File: src/rtl/mem_arb_pkg.sv
// Shared types and constants for the unified-memory port arbiter.
package mem_arb_pkg;

  typedef enum logic [1:0] {
    IDLE   = 2'd0,
    ACCESS = 2'd1,
    WAIT   = 2'd2,
    RESP   = 2'd3
  } state_e;

  localparam logic GNT_CORE = 1'b0;
  localparam logic GNT_LDR  = 1'b1;

  localparam int unsigned RD_LAT_MIN = 1;
  localparam int unsigned RD_LAT_MAX = 4;
  localparam int unsigned CNT_W      = 3;

endpackage

File: src/rtl/mem_arb_rr2.sv
// Two-requester round-robin picker: on a tie the port that did not win last time is chosen.
module mem_arb_rr2
  import mem_arb_pkg::*;
(
  input  logic req_core,
  input  logic req_ldr,
  input  logic last_grant,
  output logic gnt
);

  always_comb begin
    gnt = GNT_CORE;
    if (req_core && req_ldr) begin
      gnt = (last_grant == GNT_CORE) ? GNT_LDR : GNT_CORE;
    end else if (req_ldr) begin
      gnt = GNT_LDR;
    end
  end

endmodule

File: src/rtl/mem_port_arbiter.sv
// Sequencer/arbiter for the single-port unified RAM shared by the core and a loader port.
// The loader port is only functional when MEM_ARB_LOADER_EN is defined.
module mem_port_arbiter
  import mem_arb_pkg::*;
#(
  parameter int unsigned ADDR_W = 32,
  parameter int unsigned DATA_W = 32,
  parameter int unsigned RD_LAT = 1
) (
  input  logic              clk,
  input  logic              reset,
  input  logic              core_req,
  input  logic              core_we,
  input  logic [ADDR_W-1:0] core_addr,
  input  logic [DATA_W-1:0] core_wdata,
  output logic [DATA_W-1:0] core_rdata,
  output logic              core_ready,
  input  logic              ldr_req,
  input  logic              ldr_we,
  input  logic [ADDR_W-1:0] ldr_addr,
  input  logic [DATA_W-1:0] ldr_wdata,
  output logic [DATA_W-1:0] ldr_rdata,
  output logic              ldr_ready,
  output logic              mem_en,
  output logic              mem_we,
  output logic [ADDR_W-1:0] mem_addr,
  output logic [DATA_W-1:0] mem_wdata,
  input  logic [DATA_W-1:0] mem_rdata
);

  if ((RD_LAT < RD_LAT_MIN) || (RD_LAT > RD_LAT_MAX)) begin : g_rd_lat_chk
    $error("mem_port_arbiter: RD_LAT=%0d outside supported range", RD_LAT);
  end

  state_e            state_q, state_d;
  logic              gnt_q, gnt_d;
  logic              req_we_q, req_we_d;
  logic [CNT_W-1:0]  cnt_q, cnt_d;
  logic              mem_en_q, mem_en_d;
  logic              mem_we_q, mem_we_d;
  logic [ADDR_W-1:0] mem_addr_q, mem_addr_d;
  logic [DATA_W-1:0] mem_wdata_q, mem_wdata_d;
  logic              core_ready_q, core_ready_d;
  logic [DATA_W-1:0] core_rdata_q, core_rdata_d;

  logic              any_req_c;
  logic              pick_c;
  logic              sel_we_c;
  logic [ADDR_W-1:0] sel_addr_c;
  logic [DATA_W-1:0] sel_wdata_c;

`ifdef MEM_ARB_LOADER_EN
  logic              last_grant_q, last_grant_d;
  logic              ldr_ready_q, ldr_ready_d;
  logic [DATA_W-1:0] ldr_rdata_q, ldr_rdata_d;

  mem_arb_rr2 u_rr2 (
    .req_core   (core_req),
    .req_ldr    (ldr_req),
    .last_grant (last_grant_q),
    .gnt        (pick_c)
  );

  assign any_req_c   = core_req | ldr_req;
  assign sel_we_c    = (pick_c == GNT_LDR) ? ldr_we    : core_we;
  assign sel_addr_c  = (pick_c == GNT_LDR) ? ldr_addr  : core_addr;
  assign sel_wdata_c = (pick_c == GNT_LDR) ? ldr_wdata : core_wdata;

  assign ldr_ready = ldr_ready_q;
  assign ldr_rdata = ldr_rdata_q;
`else
  // Loader inputs are intentionally ignored in this build.
  logic unused_ldr;
  assign unused_ldr = ^{ldr_req, ldr_we, ldr_addr, ldr_wdata};

  assign pick_c      = GNT_CORE;
  assign any_req_c   = core_req;
  assign sel_we_c    = core_we;
  assign sel_addr_c  = core_addr;
  assign sel_wdata_c = core_wdata;

  assign ldr_ready = 1'b0;
  assign ldr_rdata = '0;
`endif

  assign core_ready = core_ready_q;
  assign core_rdata = core_rdata_q;
  assign mem_en     = mem_en_q;
  assign mem_we     = mem_we_q;
  assign mem_addr   = mem_addr_q;
  assign mem_wdata  = mem_wdata_q;

  // Next-state and registered-output logic; outputs are set one cycle ahead of their state.
  always_comb begin
    state_d      = state_q;
    gnt_d        = gnt_q;
    req_we_d     = req_we_q;
    cnt_d        = cnt_q;
    mem_en_d     = 1'b0;
    mem_we_d     = 1'b0;
    mem_addr_d   = mem_addr_q;
    mem_wdata_d  = mem_wdata_q;
    core_ready_d = 1'b0;
    core_rdata_d = core_rdata_q;
`ifdef MEM_ARB_LOADER_EN
    last_grant_d = last_grant_q;
    ldr_ready_d  = 1'b0;
    ldr_rdata_d  = ldr_rdata_q;
`endif

    unique case (state_q)
      IDLE: begin
        if (any_req_c) begin
          gnt_d       = pick_c;
          req_we_d    = sel_we_c;
          mem_addr_d  = sel_addr_c;
          mem_wdata_d = sel_wdata_c;
          mem_en_d    = 1'b1;
          mem_we_d    = sel_we_c;
          state_d     = ACCESS;
        end
      end
      ACCESS: begin
        if (req_we_q) begin
          core_ready_d = (gnt_q == GNT_CORE);
`ifdef MEM_ARB_LOADER_EN
          ldr_ready_d  = (gnt_q == GNT_LDR);
`endif
          state_d      = RESP;
        end else begin
          cnt_d   = CNT_W'(RD_LAT);
          state_d = WAIT;
        end
      end
      WAIT: begin
        cnt_d = cnt_q - CNT_W'(1);
        if (cnt_q == CNT_W'(1)) begin
          if (gnt_q == GNT_CORE) core_rdata_d = mem_rdata;
`ifdef MEM_ARB_LOADER_EN
          if (gnt_q == GNT_LDR) ldr_rdata_d = mem_rdata;
          ldr_ready_d  = (gnt_q == GNT_LDR);
`endif
          core_ready_d = (gnt_q == GNT_CORE);
          state_d      = RESP;
        end
      end
      RESP: begin
`ifdef MEM_ARB_LOADER_EN
        last_grant_d = gnt_q;
`endif
        state_d = IDLE;
      end
      default: state_d = IDLE;
    endcase
  end

  always_ff @(posedge clk) begin
    if (reset) begin
      state_q      <= IDLE;
      gnt_q        <= GNT_CORE;
      req_we_q     <= 1'b0;
      cnt_q        <= '0;
      mem_en_q     <= 1'b0;
      mem_we_q     <= 1'b0;
      mem_addr_q   <= '0;
      mem_wdata_q  <= '0;
      core_ready_q <= 1'b0;
      core_rdata_q <= '0;
`ifdef MEM_ARB_LOADER_EN
      last_grant_q <= GNT_LDR;
      ldr_ready_q  <= 1'b0;
      ldr_rdata_q  <= '0;
`endif
    end else begin
      state_q      <= state_d;
      gnt_q        <= gnt_d;
      req_we_q     <= req_we_d;
      cnt_q        <= cnt_d;
      mem_en_q     <= mem_en_d;
      mem_we_q     <= mem_we_d;
      mem_addr_q   <= mem_addr_d;
      mem_wdata_q  <= mem_wdata_d;
      core_ready_q <= core_ready_d;
      core_rdata_q <= core_rdata_d;
`ifdef MEM_ARB_LOADER_EN
      last_grant_q <= last_grant_d;
      ldr_ready_q  <= ldr_ready_d;
      ldr_rdata_q  <= ldr_rdata_d;
`endif
    end
  end

endmodule

File: config.mk
export PLATFORM = sky130hd
export DESIGN_NAME = mem_port_arbiter
export DESIGN_NICKNAME = d
export VERILOG_FILES = /design/src/rtl/mem_arb_pkg.sv /design/src/rtl/mem_arb_rr2.sv /design/src/rtl/mem_port_arbiter.sv
export SDC_FILE = /design/constraint.sdc
export NUM_CORES = 1
export LEC_CHECK = 0
export CORE_MARGIN = 1.5
export CORE_UTILIZATION = 31
export DETAILED_ROUTE_END_ITERATION = 7
export GPL_TIMING_DRIVEN = 0
export PLACE_DENSITY = 0.89
export SLEW_MARGIN = 20
export SYNTH_ARGS = -nofsm -noshare
export SYNTH_HDL_FRONTEND = slang
export SYNTH_SLANG_ARGS = --single-unit
File: constraint.sdc
create_clock -name clk -period 1.4 [get_ports clk]
set_clock_uncertainty 0.1 [all_clocks]
set_input_delay 0.35 -clock clk [delete_from_list [all_inputs] [get_ports clk]]
set_output_delay 0.35 -clock clk [all_outputs]
set_load 0.005 [all_outputs]
==> impl_metrics.toml, run 1 <==
[outcome]
outcome = "finished with violations"
violations = "setup timing"

[routing]
num_vias = 4262
wire_per_inst_um = 15.0
dr.pass1.iters = 4
drt.antenna.violating_nets = 0
routed_wl_um = 14200
via_per_inst = 4.50
drc_errors = 0
drtIter0Drc = 182

[critical_path]
cp_max_fo = 5
cp.buffers_inverters = 3
reg2reg_to = "mem_addr[15]"
slowest_stage = "dfxtp_4"
critPathKind = "reg2reg"
cpPeakStageDelay_ps = 370
r2r_slack_ps = -100
crit_chain = "inv_4 > ha_4 > and2_4 > buf_8 > clkbuf_16 > nand2_4 > a21oi_2"
critPathArrivalTime_ps = 1670
cp_top_family = "flip-flops"
worstReg2RegStart = "state_q[1]"
required_ps = 1570
end_kind = "flip-flop"
r2r_cells = 7
start_kind = "flip-flop"

[yosys]
synth.area.top_cells = "dfxtp_1, nand2_1, a21oi_1"
yosysSeqAreaShare_pct = 51.3
yosys.area.top_type = "dfxtp_1"
syn_avg_cell_area_um2 = 8.18
synth_area_um2 = 4100
synth_seq_cells = 105
yosys_warnings = 0
syn_inst = 501
yosys.area.top_type_share_pct = 51.3
synthDistinctLibCells = 30

[floorplanning]
fp-row-count = 41
start_util_pct = 32.1
core_area_um2 = 12800
dieArea_um2 = 13900
fp.dieH_um = 118
ios = 298
die_width_um = 118

[sta]
fmax_mhz = 668
finalWorstSetupSlack_ps = -97.3
finalSetupViolations = 74
final-max-slew-violation-count = 0
final.period_utilization_pct = 107
finalHoldViolations = 0
holdWs_ps = 352
fin_tns_setup_ps = -2820
rsz0062_at_grt = "true"
min_period_ps = 1500

[cells_and_area]
diodes = 0
layout_common_cells = "nand2_1, clkdlybuf4s50_1, dfxtp_1, a21oi_2, clkdlybuf4s15_1"
nets = 944
layout_commonest_cell = "nand2_1"
syn2layout_area_growth_pct = 94.0
drive_above_1_share_pct = 39.8

[clock_tree]
clk_latency_ps = 350
root_buffer = "clkbuf_16"
cts_tree = "built"
cts.path.max_buffers = 2
cts_sinks = 105
cts_inserted_buffers = 9
htreeDepth = 3
clk_pin_slew_ps = 70

[placed_design]
routabilityCongestion = 0.764
post-dp-hpwl_um = 8820
port_buffers = 198

[job]
cap_viol_max_count = 0

[global_route]
grt_max_degree = 17
antenna_found_initial = 0
grt_pass1_wl_um = 19500
grt_pass1_vias = 3926
grtUsageTotal_pct = 17.8
grt_overflow_total = 0

[worst_hold_path]
hold_path_depth = 2
min_to = "core_rdata[5]"
min_path_type = "reg2reg"
worstHoldStart = "core_rdata[5]"

[power]
power_density_nw_per_um2 = 1470
peakVddDrop_uv = 928
leakage_nw = 3.43
what timing repair did:
action	in CTS	in global routing
hold buffers	0	0
pin swaps	5	94
endpoints found under the setup margin	194	178
setup buffers	14	6
gates cloned	6	7
resized for setup	179	298
worst min-delay path, stage by stage, from the launching register on:
cell     delay, ps
dfxtp_1        310
nand2_1         50
a21oi_1         50
per-stage QoR:
| stage | utilization, % | worst slack [ps] | area [um^2] | cells | total power [W] |
|---|---|---|---|---|---|
| 2_1_floorplan | - | 0.0810 | 4240 | 533 | 0.00543 |
| 3_3_place_gp | 50.4 | -543 | 6440 | 903 | 0.00683 |
| 3_5_place_dp | 50.4 | -555 | 6440 | 903 | 0.00690 |
| 4_1_cts | 54.8 | -86.8 | 7000 | 938 | 0.0102 |
| 5_1_grt | 62.2 | -140 | 7950 | 948 | 0.0123 |
| 6_report | 62.2 | -97.3 | 7950 | 948 | 0.0117 |
worst max-delay path by stage:
stage	cells past startpoint	startpoint	end	slack (ps)
floorplan	7	state_q[0]	core_rdata[11]	0.08
global placement	4	reset	core_rdata[7]	-540
finish	7	state_q[1]	mem_addr[15]	-100
detailed placement	4	reset	core_rdata[13]	-550
CTS	8	state_q[0]	core_rdata[13]	-90
global route	8	state_q[0]	core_rdata[19]	-140
cell type report:
class,count,area [um^2]
fillers,970,4830
multi-input cells,357,2340
repair buffers,229,2300
flip-flops and latches,105,2140
plain buffers,64,589
clock buffers,9,225
well taps,172,215
clock inverters,6,108
inverters,6,30.0
per-layer routing:
metal | global-route usage [%] | share of wire [%] | vias to the layer above
met5 | 0 | 0 | -
met2 | 31.1 | 52 | 172
met1 | 19.7 | 38 | 1983
met4 | 7.39 | 2.4 | 0
met3 | 5.86 | 7.0 | 24
li1 | - | - | 2083
cells in the mapped netlist:
master	instances
mux2i_1	1
and2b_1	1
nor2_1	2
a221oi_2	1
inv_1	6
a21oi_2	10
and3b_1	1
and2_1	1
nor3b_1	1
nand3b_2	1
o21a_1	1
buf_2	16
and3_1	2
nand3b_1	1
conb_1	1
buf_1	2
buf_6	8
buf_4	35
nor3_1	1
ha_1	6
nand2_1	198
o221ai_1	1
a21oi_1	89
dfxtp_1	105
nor4b_1	1
a21boi_2	1
clkbuf_1	4
nand2b_1	2
a32o_1	1
o21ai_0	1
power breakdown:
part	total (W)	internal, W	switching, W
Clock	0.00286	0.00173	0.00112
Combinational	0.00513	0.00276	0.00237
Sequential	0.00372	0.00346	0.000258
logic make-up (layout without fill, tap and decap cells):
kind of cell,after synthesis,after routing,share of synthesized area (%)
muxes,1,1,0.244
and+or+nand+nor,212,212,20.5
buffers and inverters,71,314,11.7
other,1,33,0.0915
DFF,105,105,51.3
AOI/OAI and AO/OA,105,105,14.4
adders and majority gates,6,6,1.83
state kept, by name, summed over array words and instances, names as in the netlist:
| name | cells |
|---|---|
| mem_we | 1 |
| core_ready | 1 |
| state_q | 2 |
| cnt_q | 3 |
| core_rdata | 32 |
| mem_addr | 32 |
| req_we_q | 1 |
| mem_en | 1 |
| mem_wdata | 32 |
No activity file was read; power rests on OpenSTA's default activity.
==> inputs of run 2 (changes only) <==
- CORE_AREA: default -> 2 2 115 117
- CORE_MARGIN: 1.5 -> default
- CORE_UTILIZATION: 31 -> default
- DIE_AREA: default -> 0 0 117 119
- PLACE_DENSITY: 0.89 -> 0.88
- clock period: 1.4 -> 1.6 ns (I/O delays scaled with it)
==> run 2 against run 1 <==
  * The flow now finishes without violations
  * Hold slack got worse by 3.4 ps
  * Routed wire length fell by 19%
  * Total power fell by 29%
  * Final area fell by 15%
  * Setup slack improved by 170 ps
  * Critical endpoint is now mem_wdata[21]
  * Highest routed layer unchanged
==> impl_metrics.toml, run 2 (same netlist as run 1, synthesis figures left out) <==
[clock_tree]
cts.path.max_buffers = 2
htreeDepth = 3
cts_inserted_buffers = 9
clk_pin_slew_ps = 60
cts_hold_buffers = 0
cts_sinks = 105
cts_tree = "built"
root_buffer = "clkbuf_16"
clk_latency_ps = 330

[power]
peakVddDrop_uv = 555
power_density_nw_per_um2 = 1230
power_w = 0.00830
leakage_nw = 3.07

[critical_path]
startpoint = "state_q[1]"
critPathArrivalTime_ps = 1690
critPathKind = "reg2reg"
slowest_stage = "dfxtp_4"
start_kind = "flip-flop"
worstReg2RegStart = "state_q[1]"
required_ps = 1760
end_kind = "flip-flop"
cp_max_fo = 10
path_common_cell = "buf_6"
cpPeakStageDelay_ps = 360
crit_chain = "inv_1 > ha_2 > and2_4 > buf_6 > buf_6 > nand2_1 > a21oi_1"

[routing]
wire_per_inst_um = 12.5
drtIter0Drc = 133
via_per_inst = 4.24
dr.pass1.iters = 5
drt.antenna.violating_nets = 0
num_vias = 3933
drc_errors = 0
routed_wl_um = 11600

[sta]
rsz0062_at_grt = "true"
tightest_slew_ps = 579
holdWs_ps = 349
min_period_ps = 1530
fmax_mhz = 653
slew_headroom_pct = 61.4
final-max-slew-violation-count = 0
finalSetupViolations = 0
finalHoldViolations = 0
final.period_utilization_pct = 95.7

[cells_and_area]
design_area_um2 = 6730
layout_common_cells = "nand2_1, clkdlybuf4s50_1, dlygate4sd2_1, dfxtp_1, a21oi_1"
syn2layout_area_growth_pct = 64.2
instances_no_fill = 927
nets = 919
fill_cells = 1213
drive_above_1_share_pct = 14.8
layout_commonest_cell = "nand2_1"
diodes = 0
utilization_pct = 52.3

[job]
cap_viol_max_count = 0

[floorplanning]
fp-row-count = 42
die_width_um = 117
dieArea_um2 = 13900
fp.dieH_um = 119
start_util_pct = 31.8
core_area_um2 = 12900
ios = 298

[worst_hold_path]
worstHoldStart = "mem_addr[8]"
min_path_type = "reg2reg"

[placed_design]
routabilityCongestion = 0.757
dpl-instance-area_um2 = 6420
placed_cells = 907
port_buffers = 198
post-dp-hpwl_um = 8680

[global_route]
grt_max_degree = 16
antenna_found_initial = 0
grt_pass1_wl_um = 17100
grt_overflow_total = 0
grtUsageTotal_pct = 15.8
grt_pass1_vias = 3525

[outcome]
outcome = "completed"
[run 2: cell types whose count changed in the layout (fill, tap and decap cells not counted), moves of 24 or more]
cell	before	now
a21oi_1	34	89
a21oi_2	65	10
nand2_2	25	1
nand2_4	47	0
clkdlybuf4s15_1	60	0
dlygate4sd2_1	21	99
nand2_1	126	197
[run 2: final timing paths]
kind	cells past startpoint	end	slack, ps
max reg2reg	7	mem_wdata[21]	70
min	2	mem_addr[8]	350
max	7	mem_wdata[21]	70
min reg2reg	2	mem_addr[8]	350
[run 2: per-layer routing]
layer	part of all wire, %	up-vias	track usage [%]
met3	8.9	17	5.50
met5	0	-	0
met1	40	1731	17.9
met2	49	157	26.4
li1	-	2028	-
met4	2.1	0	7.13
[run 2: stage by stage]
stage               setup slack, ps  TNS (ps)
global placement               -385    -23520
global route                  -32.4     -92.2
CTS                            5.00         0
finish                         69.2         0
detailed placement             -433    -25700
floorplan                       129         0
[run 2: what timing repair did]
| item | in CTS | in global routing |
|---|---|---|
| buffers inserted | 0 | 4 |
| gates cloned | 0 | 1 |
| gates resized for setup | 118 | 12 |
| setup endpoints to repair | 160 | 90 |
[run 2: layout make-up]
cell class / count / area (um^2) / share of cell area [%]
clock inverters: 2 / 60.1 / 0.893
clock buffers: 13 / 270 / 4.02
multi-input cells: 357 / 1660 / 24.6
plain buffers: 65 / 490 / 7.29
inverters: 6 / 22.5 / 0.335
well taps: 176 / 220 / 3.27
flip-flops and latches: 105 / 2120 / 31.5
repair buffers: 203 / 1890 / 28.1
[run 2: critical path, delay by kind of cell (launching register included)]
family          cells  cell delay [ps]
compound gates      1              150
fa+ha+maj           1              200
buf+inv             3              410
flops               1              360
simple gates        2              230
[run 2: report_power, final]
| group | internal, W | switching, W |
|---|---|---|
| sequential | 0.00301 | 0.000183 |
| clock | 0.00149 | 0.000909 |
| combinational | 0.00136 | 0.00134 |
==> inputs of run 3 (changes only) <==
- CORE_AREA: 2 2 115 117 -> default
- CORE_ASPECT_RATIO: default -> 0.75
- CORE_MARGIN: default -> 1.5
- CORE_UTILIZATION: default -> 35
- DIE_AREA: 0 0 117 119 -> default
- PLACE_DENSITY: 0.88 -> 0.94
==> run 3 against run 2 <==
  * Sequential share of layout area grew 0.13 points
  * Clock-buffer cell count shrank 3
  * Routed wire length up 5.1%
  * Core utilization is 6.0 points higher
  * First-iteration DRC count increased by 2.3%
  * Maximum frequency up 1.7%
  * Critical path depth is 2 lower
  * Setup slack improved by 25 ps
  * Hold slack gained 1.7 ps
  * Final area fell by 0.58%
  * Critical path type unchanged
  * Highest routed layer unchanged
==> impl_metrics.toml, run 3 (same netlist as run 1, synthesis figures left out) <==
[outcome]
outcome = "completed"

[routing]
drt.antenna.violating_nets = 0
drtIter0Drc = 136
wire_per_inst_um = 13.6
num_vias = 3958
routed_wl_um = 12200
drc_errors = 0
via_per_inst = 4.42
dr.pass1.iters = 4

[global_route]
grt_pass1_vias = 3876
grtUsageTotal_pct = 19.7
grt_overflow_total = 0
grt_max_degree = 18
grt_pass1_wl_um = 19200
antenna_found_initial = 0

[worst_hold_path]
hold_path_depth = 2
min_path_type = "reg2reg"

[floorplanning]
start_util_pct = 35.7
ios = 298
fp.dieH_um = 96.7
fp-row-count = 34
core_area_um2 = 11500
die_width_um = 128
dieArea_um2 = 12400

[job]
cap_viol_max_count = 0

[cells_and_area]
drive_above_1_share_pct = 14.9
instances_no_fill = 895
fill_cells = 1053
nets = 918
seq_area_um2 = 2110
layout_commonest_cell = "nand2_1"
multi_input_area_um2 = 1660
diodes = 0
syn2layout_area_growth_pct = 63.3
layout_common_cells = "nand2_1, clkdlybuf4s50_1, dlygate4sd2_1, dfxtp_1, a21oi_1"

[clock_tree]
htreeDepth = 3
clk_pin_slew_ps = 70
clk_latency_ps = 340
cts_sinks = 105
cts_inserted_buffers = 9
cts.path.max_buffers = 2
root_buffer = "clkbuf_16"
cts_tree = "built"

[sta]
holdWs_ps = 351
finalSetupViolations = 0
slew_headroom_pct = 64.2
min_period_ps = 1510
rsz0062_at_grt = "false"
tightest_slew_ps = 537
final-max-slew-violation-count = 0
fmax_mhz = 664
final.period_utilization_pct = 94.1
finalHoldViolations = 0
fin_tns_setup_ps = 0

[power]
seqPwrFrac_pct = 38.3
intPower_w = 0.00579
p_clk_share_pct = 28.8
combPwrFrac_pct = 32.9
leakage_nw = 3.07
swShare_pct = 30.4
peakVddDrop_uv = 604
power_density_nw_per_um2 = 1240
power.switching_w = 0.00253
power_w = 0.00831

[critical_path]
critPathArrivalTime_ps = 1640
end_kind = "flip-flop"
start_kind = "flip-flop"
critPathKind = "reg2reg"
r2r_cells = 5
cp_max_fo = 5
required_ps = 1730

[placed_design]
placed_cells = 875
port_buffers = 198
routabilityCongestion = 0.743
post-dp-hpwl_um = 9320
==> run 3: cell types whose count changed in the layout (fill, tap and decap cells not counted), sizes merged <==
cell,change
clkinvlp,+1
clkinv,+2
inv,+1
clkbuf,-4
==> run 3: stage by stage <==
| stage | setup WS, ps | util, % | cell area (um^2) |
|---|---|---|---|
| 5_1_grt | 29.8 | 58.2 | 6690 |
| 3_5_place_dp | -425 | 55.5 | 6380 |
| 6_report | 94.3 | 58.2 | 6690 |
| 3_3_place_gp | -381 | 55.5 | 6380 |
| 4_1_cts | 8.90 | 57.8 | 6640 |
| 2_1_floorplan | 129 | - | 4220 |
==> run 3: final cells by class <==
cell class	count	share of cell area (%)
Clock inverter	6	1.35
Tap cell	144	2.69
Sequential cell	105	31.6
Buffer	65	7.48
Inverter	6	0.337
Multi-Input combinational cell	357	24.8
Timing Repair Buffer	202	28.2
Clock buffer	10	3.57
==> run 3: layer usage <==
metal | share of wire, % | vias to the layer above | global-route usage (%)
met4 | 1.7 | 0 | 5.10
li1 | - | 2029 | -
met1 | 43 | 1779 | 23.3
met2 | 49 | 131 | 34.4
met3 | 6.7 | 19 | 6.36
met5 | 0 | - | 0
==> run 3: critical path, stage by stage, from the launching register on <==
cell and delay (ps):
dfxtp_1 350, inv_2 70, ha_2 330, a21boi_4 190
o21ai_0 110, a32o_1 260
==> run 3: final timing paths <==
kind,start,end,slack (ps)
setup reg to reg,state_q[0],cnt_q[2],90
setup / recovery,state_q[0],cnt_q[2],90
hold / removal,core_rdata[6],core_rdata[6],350
hold reg to reg,core_rdata[6],core_rdata[6],350
==> run 3: power groups by stage <==
stage	Sequential, W	Combinational (W)	Clock (W)
after floorplan	0.00326	0.00142	0
after global placement	0.00323	0.00269	0
after detailed placement	0.00325	0.00274	0
after CTS	0.00318	0.00263	0.00245
after global routing	0.00324	0.00303	0.00258
final	0.00319	0.00274	0.00239
==> run 3: what timing repair did <==
item,in CTS,in global routing
setup buffers,1,3
pin swaps,0,0
setup endpoints to repair,159,72
hold buffers,0,0
resized for setup,121,11
